===== src/rtl/tns_decoder_33.sv =====
// tns_decoder_33: iterative decoder for 33-bit TNS code words.
// Rebuilds the data word one 3-bit group per cycle, from group 11 down to group 1.
`ifndef TNS_VH
`define TNS_VH
`define BLEN11  28
`define TNS01_A 4
`define TNS01_B 2
`define TNS01_C 1
`define TNS02_A 24
`define TNS02_B 12
`define TNS02_C 6
`define TNS03_A 144
`define TNS03_B 72
`define TNS03_C 36
`define TNS04_A 864
`define TNS04_B 432
`define TNS04_C 216
`define TNS05_A 5184
`define TNS05_B 2592
`define TNS05_C 1296
`define TNS06_A 31104
`define TNS06_B 15552
`define TNS06_C 7776
`define TNS07_A 186624
`define TNS07_B 93312
`define TNS07_C 46656
`define TNS08_A 1119744
`define TNS08_B 559872
`define TNS08_C 279936
`define TNS09_A 6718464
`define TNS09_B 3359232
`define TNS09_C 1679616
`define TNS10_A 40310784
`define TNS10_B 20155392
`define TNS10_C 10077696
`define TNS11_A 241864704
`define TNS11_B 120932736
`define TNS11_C 60466176
`endif

module tns_decoder_33 (
    input  logic               clock,
    input  logic               reset_n,
    input  logic [32:0]        codein,
    input  logic               in_valid,
    output logic               in_ready,
    output logic [`BLEN11-1:0] dataout,
    output logic               err,
    output logic               out_valid,
    input  logic               out_ready
);
    localparam int DATA_W = `BLEN11;
    localparam int ACC_W  = `BLEN11 + 2;

    typedef enum logic [1:0] {IDLE, DECODE, DONE} state_t;

    state_t           state, state_nxt;
    logic [32:0]      code_q;
    logic [3:0]       grp;
    logic [ACC_W-1:0] acc, acc_nxt;
    logic [ACC_W-1:0] w_a, w_b, w_c;
    logic [2:0]       bits;

    // Anything at or above 2^DATA_W cannot be represented in dataout.
    function automatic logic over_range(input logic [ACC_W-1:0] v);
        return |v[ACC_W-1:DATA_W];
    endfunction

    always_comb begin
        w_a  = '0;
        w_b  = '0;
        w_c  = '0;
        bits = '0;
        case (grp)
            4'd11: begin w_a = ACC_W'(`TNS11_A); w_b = ACC_W'(`TNS11_B); w_c = ACC_W'(`TNS11_C); bits = code_q[32:30]; end
            4'd10: begin w_a = ACC_W'(`TNS10_A); w_b = ACC_W'(`TNS10_B); w_c = ACC_W'(`TNS10_C); bits = code_q[29:27]; end
            4'd9:  begin w_a = ACC_W'(`TNS09_A); w_b = ACC_W'(`TNS09_B); w_c = ACC_W'(`TNS09_C); bits = code_q[26:24]; end
            4'd8:  begin w_a = ACC_W'(`TNS08_A); w_b = ACC_W'(`TNS08_B); w_c = ACC_W'(`TNS08_C); bits = code_q[23:21]; end
            4'd7:  begin w_a = ACC_W'(`TNS07_A); w_b = ACC_W'(`TNS07_B); w_c = ACC_W'(`TNS07_C); bits = code_q[20:18]; end
            4'd6:  begin w_a = ACC_W'(`TNS06_A); w_b = ACC_W'(`TNS06_B); w_c = ACC_W'(`TNS06_C); bits = code_q[17:15]; end
            4'd5:  begin w_a = ACC_W'(`TNS05_A); w_b = ACC_W'(`TNS05_B); w_c = ACC_W'(`TNS05_C); bits = code_q[14:12]; end
            4'd4:  begin w_a = ACC_W'(`TNS04_A); w_b = ACC_W'(`TNS04_B); w_c = ACC_W'(`TNS04_C); bits = code_q[11:9];  end
            4'd3:  begin w_a = ACC_W'(`TNS03_A); w_b = ACC_W'(`TNS03_B); w_c = ACC_W'(`TNS03_C); bits = code_q[8:6];   end
            4'd2:  begin w_a = ACC_W'(`TNS02_A); w_b = ACC_W'(`TNS02_B); w_c = ACC_W'(`TNS02_C); bits = code_q[5:3];   end
            // Bit 0 is the unit weight regardless of the group table.
            4'd1:  begin w_a = ACC_W'(`TNS01_A); w_b = ACC_W'(`TNS01_B); w_c = ACC_W'(1);        bits = code_q[2:0];   end
            default: ;
        endcase
    end

    assign acc_nxt = acc + (bits[2] ? w_a : '0) + (bits[1] ? w_b : '0) + (bits[0] ? w_c : '0);

    always_ff @(posedge clock or negedge reset_n) begin
        if (!reset_n) begin
            state <= IDLE;
        end else begin
            state <= state_nxt;
        end
    end

    always_comb begin
        state_nxt = state;
        in_ready  = 1'b0;
        out_valid = 1'b0;
        case (state)
            IDLE: begin
                in_ready = 1'b1;
                if (in_valid) state_nxt = DECODE;
            end
            DECODE: begin
                if (grp == 4'd1) state_nxt = DONE;
            end
            DONE: begin
                out_valid = 1'b1;
                if (out_ready) state_nxt = IDLE;
            end
            default: state_nxt = IDLE;
        endcase
    end

    always_ff @(posedge clock or negedge reset_n) begin
        if (!reset_n) begin
            code_q  <= '0;
            grp     <= '0;
            acc     <= '0;
            dataout <= '0;
            err     <= 1'b0;
        end else begin
            case (state)
                IDLE: begin
                    if (in_valid) begin
                        code_q <= codein;
                        acc    <= '0;
                        grp    <= 4'd11;
                    end
                end
                DECODE: begin
                    acc <= acc_nxt;
                    grp <= grp - 4'd1;
                    // Results are registered once, on the way into DONE.
                    if (grp == 4'd1) begin
                        dataout <= acc_nxt[DATA_W-1:0];
                        err     <= over_range(acc_nxt);
                    end
                end
                default: ;
            endcase
        end
    end

endmodule


===== config.mk =====
export PLATFORM = sky130hd
export DESIGN_NAME = tns_decoder_33
export DESIGN_NICKNAME = d
export VERILOG_FILES = /design/src/rtl/tns_decoder_33.sv
export SDC_FILE = /design/constraint.sdc
export NUM_CORES = 1
export LEC_CHECK = 0
export BUFFER_PORTS_ARGS = -buffer_cell sky130_fd_sc_hd__buf_2
export CORE_ASPECT_RATIO = 1.25
export CORE_MARGIN = 1
export CORE_UTILIZATION = 25
export CTS_BUF_LIST = sky130_fd_sc_hd__clkbuf_2 sky130_fd_sc_hd__clkbuf_4 sky130_fd_sc_hd__clkbuf_8
export DETAILED_ROUTE_END_ITERATION = 6
export GPL_ROUTABILITY_DRIVEN = 0
export GPL_TIMING_DRIVEN = 0
export PLACE_DENSITY_LB_ADDON = 0.08
export SLEW_MARGIN = 10
export SYNTH_ARGS = -nofsm -noshare
export SYNTH_HDL_FRONTEND = slang
export SYNTH_SLANG_ARGS = --single-unit

===== constraint.sdc =====
create_clock -name clock -period 13 [get_ports clock]
set_input_delay 0 -clock clock [delete_from_list [all_inputs] [get_ports clock]]
set_output_delay 0 -clock clock [all_outputs]
set_load 0.005 [all_outputs]

---- After elaboration in Yosys (flattened, before gate mapping) ----
Cells that the tools add are included.
storage, ports and cells
  bits in registers ....................... 98
  output and inout bits ................... 31
  logic and storage cells ................. 50
cells by class
  $add $sub $neg .......................... 4
  equal/unequal tests ..................... 16
  mux-type cells .......................... 17
  reductions and logical operators ........ 7
operators with widths
  kind                   number
  $pmux W28 S11          1
  $pmux W27 S11          1
  $pmux W26 S11          1
  $mux W30               4
  $add A30 B30 Y30       3
  $pmux W30 S2           1
  $pmux W3 S11           1
  $eq A4 B3 Y1 const B   4
  $eq A4 B4 Y1 const B   4
  $eq A4 B2 Y1 const B   2
  $pmux W4 S2            1
  $mux W2                3
  $ne A2 B2 Y1 const B   3
  $pmux W2 S3            1
  $reduce_and A2 Y1      3
  $eq A4 B1 Y1 const B   1
  $mux W4                1
  $sub A4 B1 Y4 const B  1
  $reduce_and A3 Y1      1
  $eq A2 B1 Y1 const B   1
  $eq A2 B2 Y1 const B   1
  $logic_not A2 Y1       1
  $mux W1                2
  $reduce_bool A2 Y1     1
  $reduce_or A2 Y1       1

---- Depth between registers and ports, before layout ----
  word-level depth ........................ 7
  mapped depth ............................ 25

---- Worst setup path before layout ----
No wires, ideal clock.
  path kind ............................... register to register
  from .................................... reg grp[0]
  to ...................................... reg acc[29]
  arrival ................................. 5.079 ns
  setup slack ............................. 7.800 ns
  cell stages (with the launch flop) ...... 22
  path buffers ............................ 3
  clock period less this slack ............ 5.200 ns
  cell sequence ........................... dfrtp_1 inv_1 ha_1 buf_4 clkbuf_1 a222oi_1 a31oi_1 nor2b_1 buf_2 nand2_1 fa_1 fa_1 inv_1 ha_1 and3_1 a221o_1 o221a_4 a21oi_4 o311ai_2 xor2_2 o21ai_1 a22o_1
between the ends
  cells in the longest elaborated chain, start to end .. 7
ends and longest elaborated chain
  item                                           line  text
  start, declared                                59    logic [3:0] grp;
  start signal, assigned                         139   grp <= grp - 4'd1;
  $eq A4 B1 Y1 (tied with other cells)           74    case (grp)
  $pmux W3 S11 or $pmux W28 S11 (tied branches)  74
  $mux W30                                       91    assign acc_nxt = acc + (bits[2] ? w_a : '0) + (bits[1] ? w_b : '0) + (bits[0] ? w_c : '0);
  $add A30 B30 Y30 (2 in a row)                  91
  $add A30 B30 Y30 (*)                           91
  $pmux W30 S2 (*)                               129   case (state)
  end signal, assigned                           138   acc <= acc_nxt;
  end, declared                                  60    logic [ACC_W-1:0] acc, acc_nxt;
Every way passes the cells marked *; elsewhere a longest branch is shown, timed or not.
A chain may end at the register's enable or synchronous reset.

---- Worst setup path after layout ----
  from .................................... reg grp[0]
  to ...................................... reg dataout[26]
between the ends
  cells in the longest elaborated chain, start to end .. 6
ends and longest elaborated chain
  item                                           line     text
  $eq A4 B1 Y1 (tied with other cells)           74, 141
  $pmux W3 S11 or $pmux W28 S11 (tied branches)  74
  $mux W30                                       91
  $add A30 B30 Y30 (3 in a row)                  91
  end signal, assigned                           142      dataout <= acc_nxt[DATA_W-1:0];
  end, declared                                  47       output logic [`BLEN11-1:0] dataout,
Parallel ways exist; a longest one is shown, timed or not.

==> run_summary.xml <==
<?xml version="1.0" encoding="UTF-8"?>
<metrics>
  <group name="sta">
    <metric name="timing.setup.tns" unit="ns">0</metric>
    <metric name="timing_worst_slew_pin_value" unit="ns">1.02</metric>
    <metric name="whs" unit="ns">0.0347</metric>
    <metric name="final.period_utilization" unit="%">52.1</metric>
    <metric name="finalHoldViolations" unit="">0</metric>
    <metric name="finalCriticalPeriod" unit="ns">6.78</metric>
    <metric name="max-slew-margin-rel" unit="%">32.3</metric>
    <metric name="fmax" unit="GHz">0.148</metric>
    <metric name="finalSetupViolCount" unit="">0</metric>
    <metric name="finClkSkew" unit="ns">0.0147</metric>
    <metric name="finalWorstSetupSlack" unit="ns">6.22</metric>
    <metric name="finalMaxSlewViolations" unit="">0</metric>
    <metric name="rsz0062_at_grt" unit="">no</metric>
  </group>
  <group name="logic_synthesis">
    <metric name="ys.flop_type" unit="">dfrtp_1</metric>
    <metric name="commonest_cells_post_synth" unit="">207 x nand2_1, 98 x dfrtp_1, 75 x inv_1</metric>
    <metric name="post_synth_simple_gate_area" unit="%">20.4</metric>
    <metric name="syn_area" unit="mm^2">0.00718</metric>
    <metric name="post_synth_main_area_contributors" unit="">dfrtp_1 34%, fa_1 13%, nand2_1 11%</metric>
    <metric name="async_flop_share" unit="%">100</metric>
    <metric name="synth_nets" unit="">962</metric>
    <metric name="combinational_family_with_the_most_area_after_synthesis" unit="">simple AND/OR/NAND/NOR gates</metric>
    <metric name="postSynthRegisterBits" unit="">98</metric>
    <metric name="distinct_cell_type_count_after_synthesis" unit="">59</metric>
    <metric name="synth_compound_area_share" unit="%">15.4</metric>
    <metric name="synth_cells" unit="">836</metric>
    <metric name="synth-xor-area-share" unit="%">3.15</metric>
    <metric name="synthMuxAreaShare" unit="%">0.279</metric>
    <metric name="post_synth.cell_area_avg" unit="um^2">8.59</metric>
    <metric name="synthAdderAreaFrac" unit="%">20.2</metric>
    <metric name="yosys_warnings" unit="">0</metric>
    <metric name="synth_top_area_share" unit="%">34.2</metric>
    <metric name="yosys.area.top_type" unit="">dfrtp_1</metric>
    <metric name="seq_area_frac_synth" unit="%">34.2</metric>
    <metric name="yosysMostFrequentCell" unit="">nand2_1</metric>
    <metric name="synth_enable_flop_cells" unit="">0</metric>
  </group>
  <group name="min_path">
    <metric name="type_of_the_most_critical_hold_path" unit="">in -&gt; async</metric>
  </group>
  <group name="drt">
    <metric name="top_layer" unit="">met4</metric>
    <metric name="number_of_nets_with_antenna_violations_after_detailed_routing" unit="">0</metric>
    <metric name="routed_wirelength" unit="um">22200</metric>
    <metric name="detail_route.vias_per_cell" unit="">4.59</metric>
    <metric name="met2RoutedLength" unit="um">11200</metric>
    <metric name="met3RoutedLength" unit="um">453</metric>
    <metric name="drt_drc_violations_left" unit="">0</metric>
    <metric name="firstDrtPassIters" unit="">5</metric>
    <metric name="wl_cell" unit="um">17.0</metric>
    <metric name="vias" unit="">6009</metric>
    <metric name="initialDrtViolationCount" unit="">223</metric>
    <metric name="wl_met1" unit="um">10100</metric>
  </group>
  <group name="global_routing">
    <metric name="via_count_of_the_first_global_routing_pass" unit="">6402</metric>
    <metric name="grtUsageTotal" unit="%">16.1</metric>
    <metric name="grt_pass1_wl" unit="um">35800</metric>
    <metric name="antenna_found_initial" unit="">0</metric>
    <metric name="grt-ovfl-total" unit="">0</metric>
    <metric name="grt_start_max_net_pins" unit="">69</metric>
  </group>
  <group name="critical_path">
    <metric name="critPathArrivalTime" unit="ns">7.04</metric>
    <metric name="critical_path.startpoint_type" unit="">flip-flop</metric>
    <metric name="worstPathRequired" unit="ns">13.27</metric>
    <metric name="critical_path_class" unit="">reg -&gt; reg</metric>
    <metric name="crit_path_max_fanout" unit="">10</metric>
    <metric name="critPathCaptureType" unit="">flip-flop</metric>
  </group>
  <group name="die">
    <metric name="start_util" unit="%">25.4</metric>
    <metric name="design.portCount" unit="">68</metric>
    <metric name="core-area" unit="mm^2">0.0283</metric>
    <metric name="rows" unit="">69</metric>
    <metric name="area_of_the_die" unit="mm^2">0.0294</metric>
    <metric name="chip_height" unit="um">191</metric>
    <metric name="floorplan.die.width" unit="um">154</metric>
  </group>
  <group name="cells_and_area">
    <metric name="final_util" unit="%">30.0</metric>
    <metric name="drive_gt1_share" unit="%">11.9</metric>
    <metric name="n_antenna_cell" unit="">0</metric>
    <metric name="design_area" unit="mm^2">0.00851</metric>
    <metric name="instances_no_fill" unit="">1308</metric>
    <metric name="num-nets-final" unit="">1076</metric>
    <metric name="syn_to_final_growth" unit="%">18.5</metric>
  </group>
  <group name="pwr">
    <metric name="post-layout-total-power" unit="mW">2.14</metric>
    <metric name="total_leakage_power" unit="nW">4.18</metric>
    <metric name="pwr_density_cell" unit="mW/mm^2">251</metric>
    <metric name="ir_drop" unit="mV">0.0706</metric>
  </group>
  <group name="placement">
    <metric name="buffer_ports.inserted" unit="">67</metric>
    <metric name="place_ws" unit="ns">6.07</metric>
    <metric name="post-place-cells" unit="">1259</metric>
    <metric name="placedInstanceArea" unit="mm^2">0.00799</metric>
    <metric name="place_hpwl" unit="um">17500</metric>
  </group>
  <group name="run_status">
    <metric name="outcome" unit="">finished clean</metric>
  </group>
  <group name="clocking">
    <metric name="cts_max_level" unit="">3</metric>
    <metric name="tritoncts.num_buffers" unit="">9</metric>
    <metric name="numClockSinks" unit="">98</metric>
    <metric name="clock-root-buffer" unit="">clkbuf_8</metric>
    <metric name="clock_tree_from_tritoncts" unit="">built</metric>
    <metric name="clkSlewWorstSetupHoldPaths" unit="ns">0.10</metric>
    <metric name="clk-insertion-delay-late" unit="ns">0.41</metric>
    <metric name="cts_repair_resize_count" unit="">0</metric>
    <metric name="cts-root-to-sink-buffers" unit="">2</metric>
  </group>
  <group name="flow_run">
    <metric name="drv_cap" unit="">0</metric>
  </group>
</metrics>
-- worst max-delay path, stage by stage, from the launching register on --
cell	delay, ns
dfrtp_1	0.48
inv_1	0.15
ha_1	0.16
buf_4	0.17
clkbuf_1	0.44
a222oi_1	0.13
a31oi_1	0.74
nor2b_1	0.53
buf_2	0.35
nand2_1	0.11
fa_1	0.50
fa_1	0.55
inv_1	0.04
ha_1	0.39
a21o_1	0.23
a211o_1	0.29
o21a_1	0.27
o211ai_2	0.25
nand2_1	0.14
o41ai_2	0.32
xor2_1	0.29
o21ai_1	0.11
-- what timing repair did --
| action | in CTS | in global routing |
|---|---|---|
| endpoints found under the hold margin | 132 | 0 |
| setup buffers | 0 | 0 |
| hold buffers | 35 | 0 |
| endpoints found under the setup margin | 0 | 0 |
-- report_power, final --
group / leakage [nW] / switching [mW] / total [mW] / internal (mW)
registers: 1.25 / 0.0776 / 0.519 / 0.441
logic: 2.85 / 0.926 / 1.43 / 0.501
clock network: 0.0820 / 0.119 / 0.189 / 0.0705
total: 4.18 / 1.12 / 2.14 / 1.01
-- cell usage in the layout (no fill, tap or decap), types with 8 or more instances in the layout --
| master | Yosys | final |
|---|---|---|
| a21o_1 | 9 | 9 |
| clkbuf_8 | 0 | 9 |
| o21ai_1 | 12 | 12 |
| and2_1 | 13 | 13 |
| clkbuf_1 | 23 | 23 |
| inv_1 | 75 | 75 |
| buf_2 | 15 | 81 |
| nand2_1 | 207 | 207 |
| nor2_1 | 32 | 32 |
| ha_1 | 44 | 44 |
| dfrtp_1 | 98 | 98 |
| a21oi_1 | 24 | 24 |
| nand3_1 | 42 | 42 |
| xnor2_1 | 10 | 10 |
| dlygate4sd3_1 | 0 | 35 |
| and3_1 | 8 | 8 |
| o21ai_0 | 65 | 65 |
| xor2_1 | 14 | 14 |
| fa_1 | 45 | 45 |
-- final timing paths --
kind	start	end	slack, ns	cells after the start
setup / recovery	grp[0]	dataout[26]	6.22	21
setup reg to reg	grp[0]	dataout[26]	6.22	21
min in group clock	in_valid	code_q[20]	0.25	5
hold / removal	reset_n	dataout[9]	0.03	2
hold reg to reg	dataout[15]	dataout[15]	0.48	2
max in group asynchronous	reset_n	acc[26]	12.28	3
-- flip-flops by register name (all words and copies together) (netlist names) --
| register | flops |
|---|---|
| dataout | 28 |
| state | 2 |
| grp | 4 |
| code_q | 33 |
| acc | 30 |
| err | 1 |
-- per-layer routing --
| layer | vias up | global-route usage (%) |
|---|---|---|
| met5 | - | 0 |
| met4 | 0 | 5.31 |
| met3 | 20 | 2.06 |
| met2 | 88 | 28.8 |
| met1 | 2894 | 19.9 |
| li1 | 3007 | - |
-- logic make-up (layout without fill, tap and decap cells) --
group	Yosys count	after routing
compound gates	169	169
flops	98	98
xor+xnor	25	25
buf+inv	117	234
fa+ha+maj	89	89
mux	2	2
simple gates	336	336
-- layout make-up --
cell class | instances | area (um^2)
Timing Repair Buffer | 103 | 719
Inverter | 75 | 282
Buffer | 42 | 184
Fill cell | 3070 | 19800
Clock buffer | 10 | 131
Sequential cell | 98 | 2450
Clock inverter | 4 | 30.0
Multi-Input combinational cell | 621 | 4260
Tap cell | 355 | 444
No activity file was read; power rests on OpenSTA's default activity.
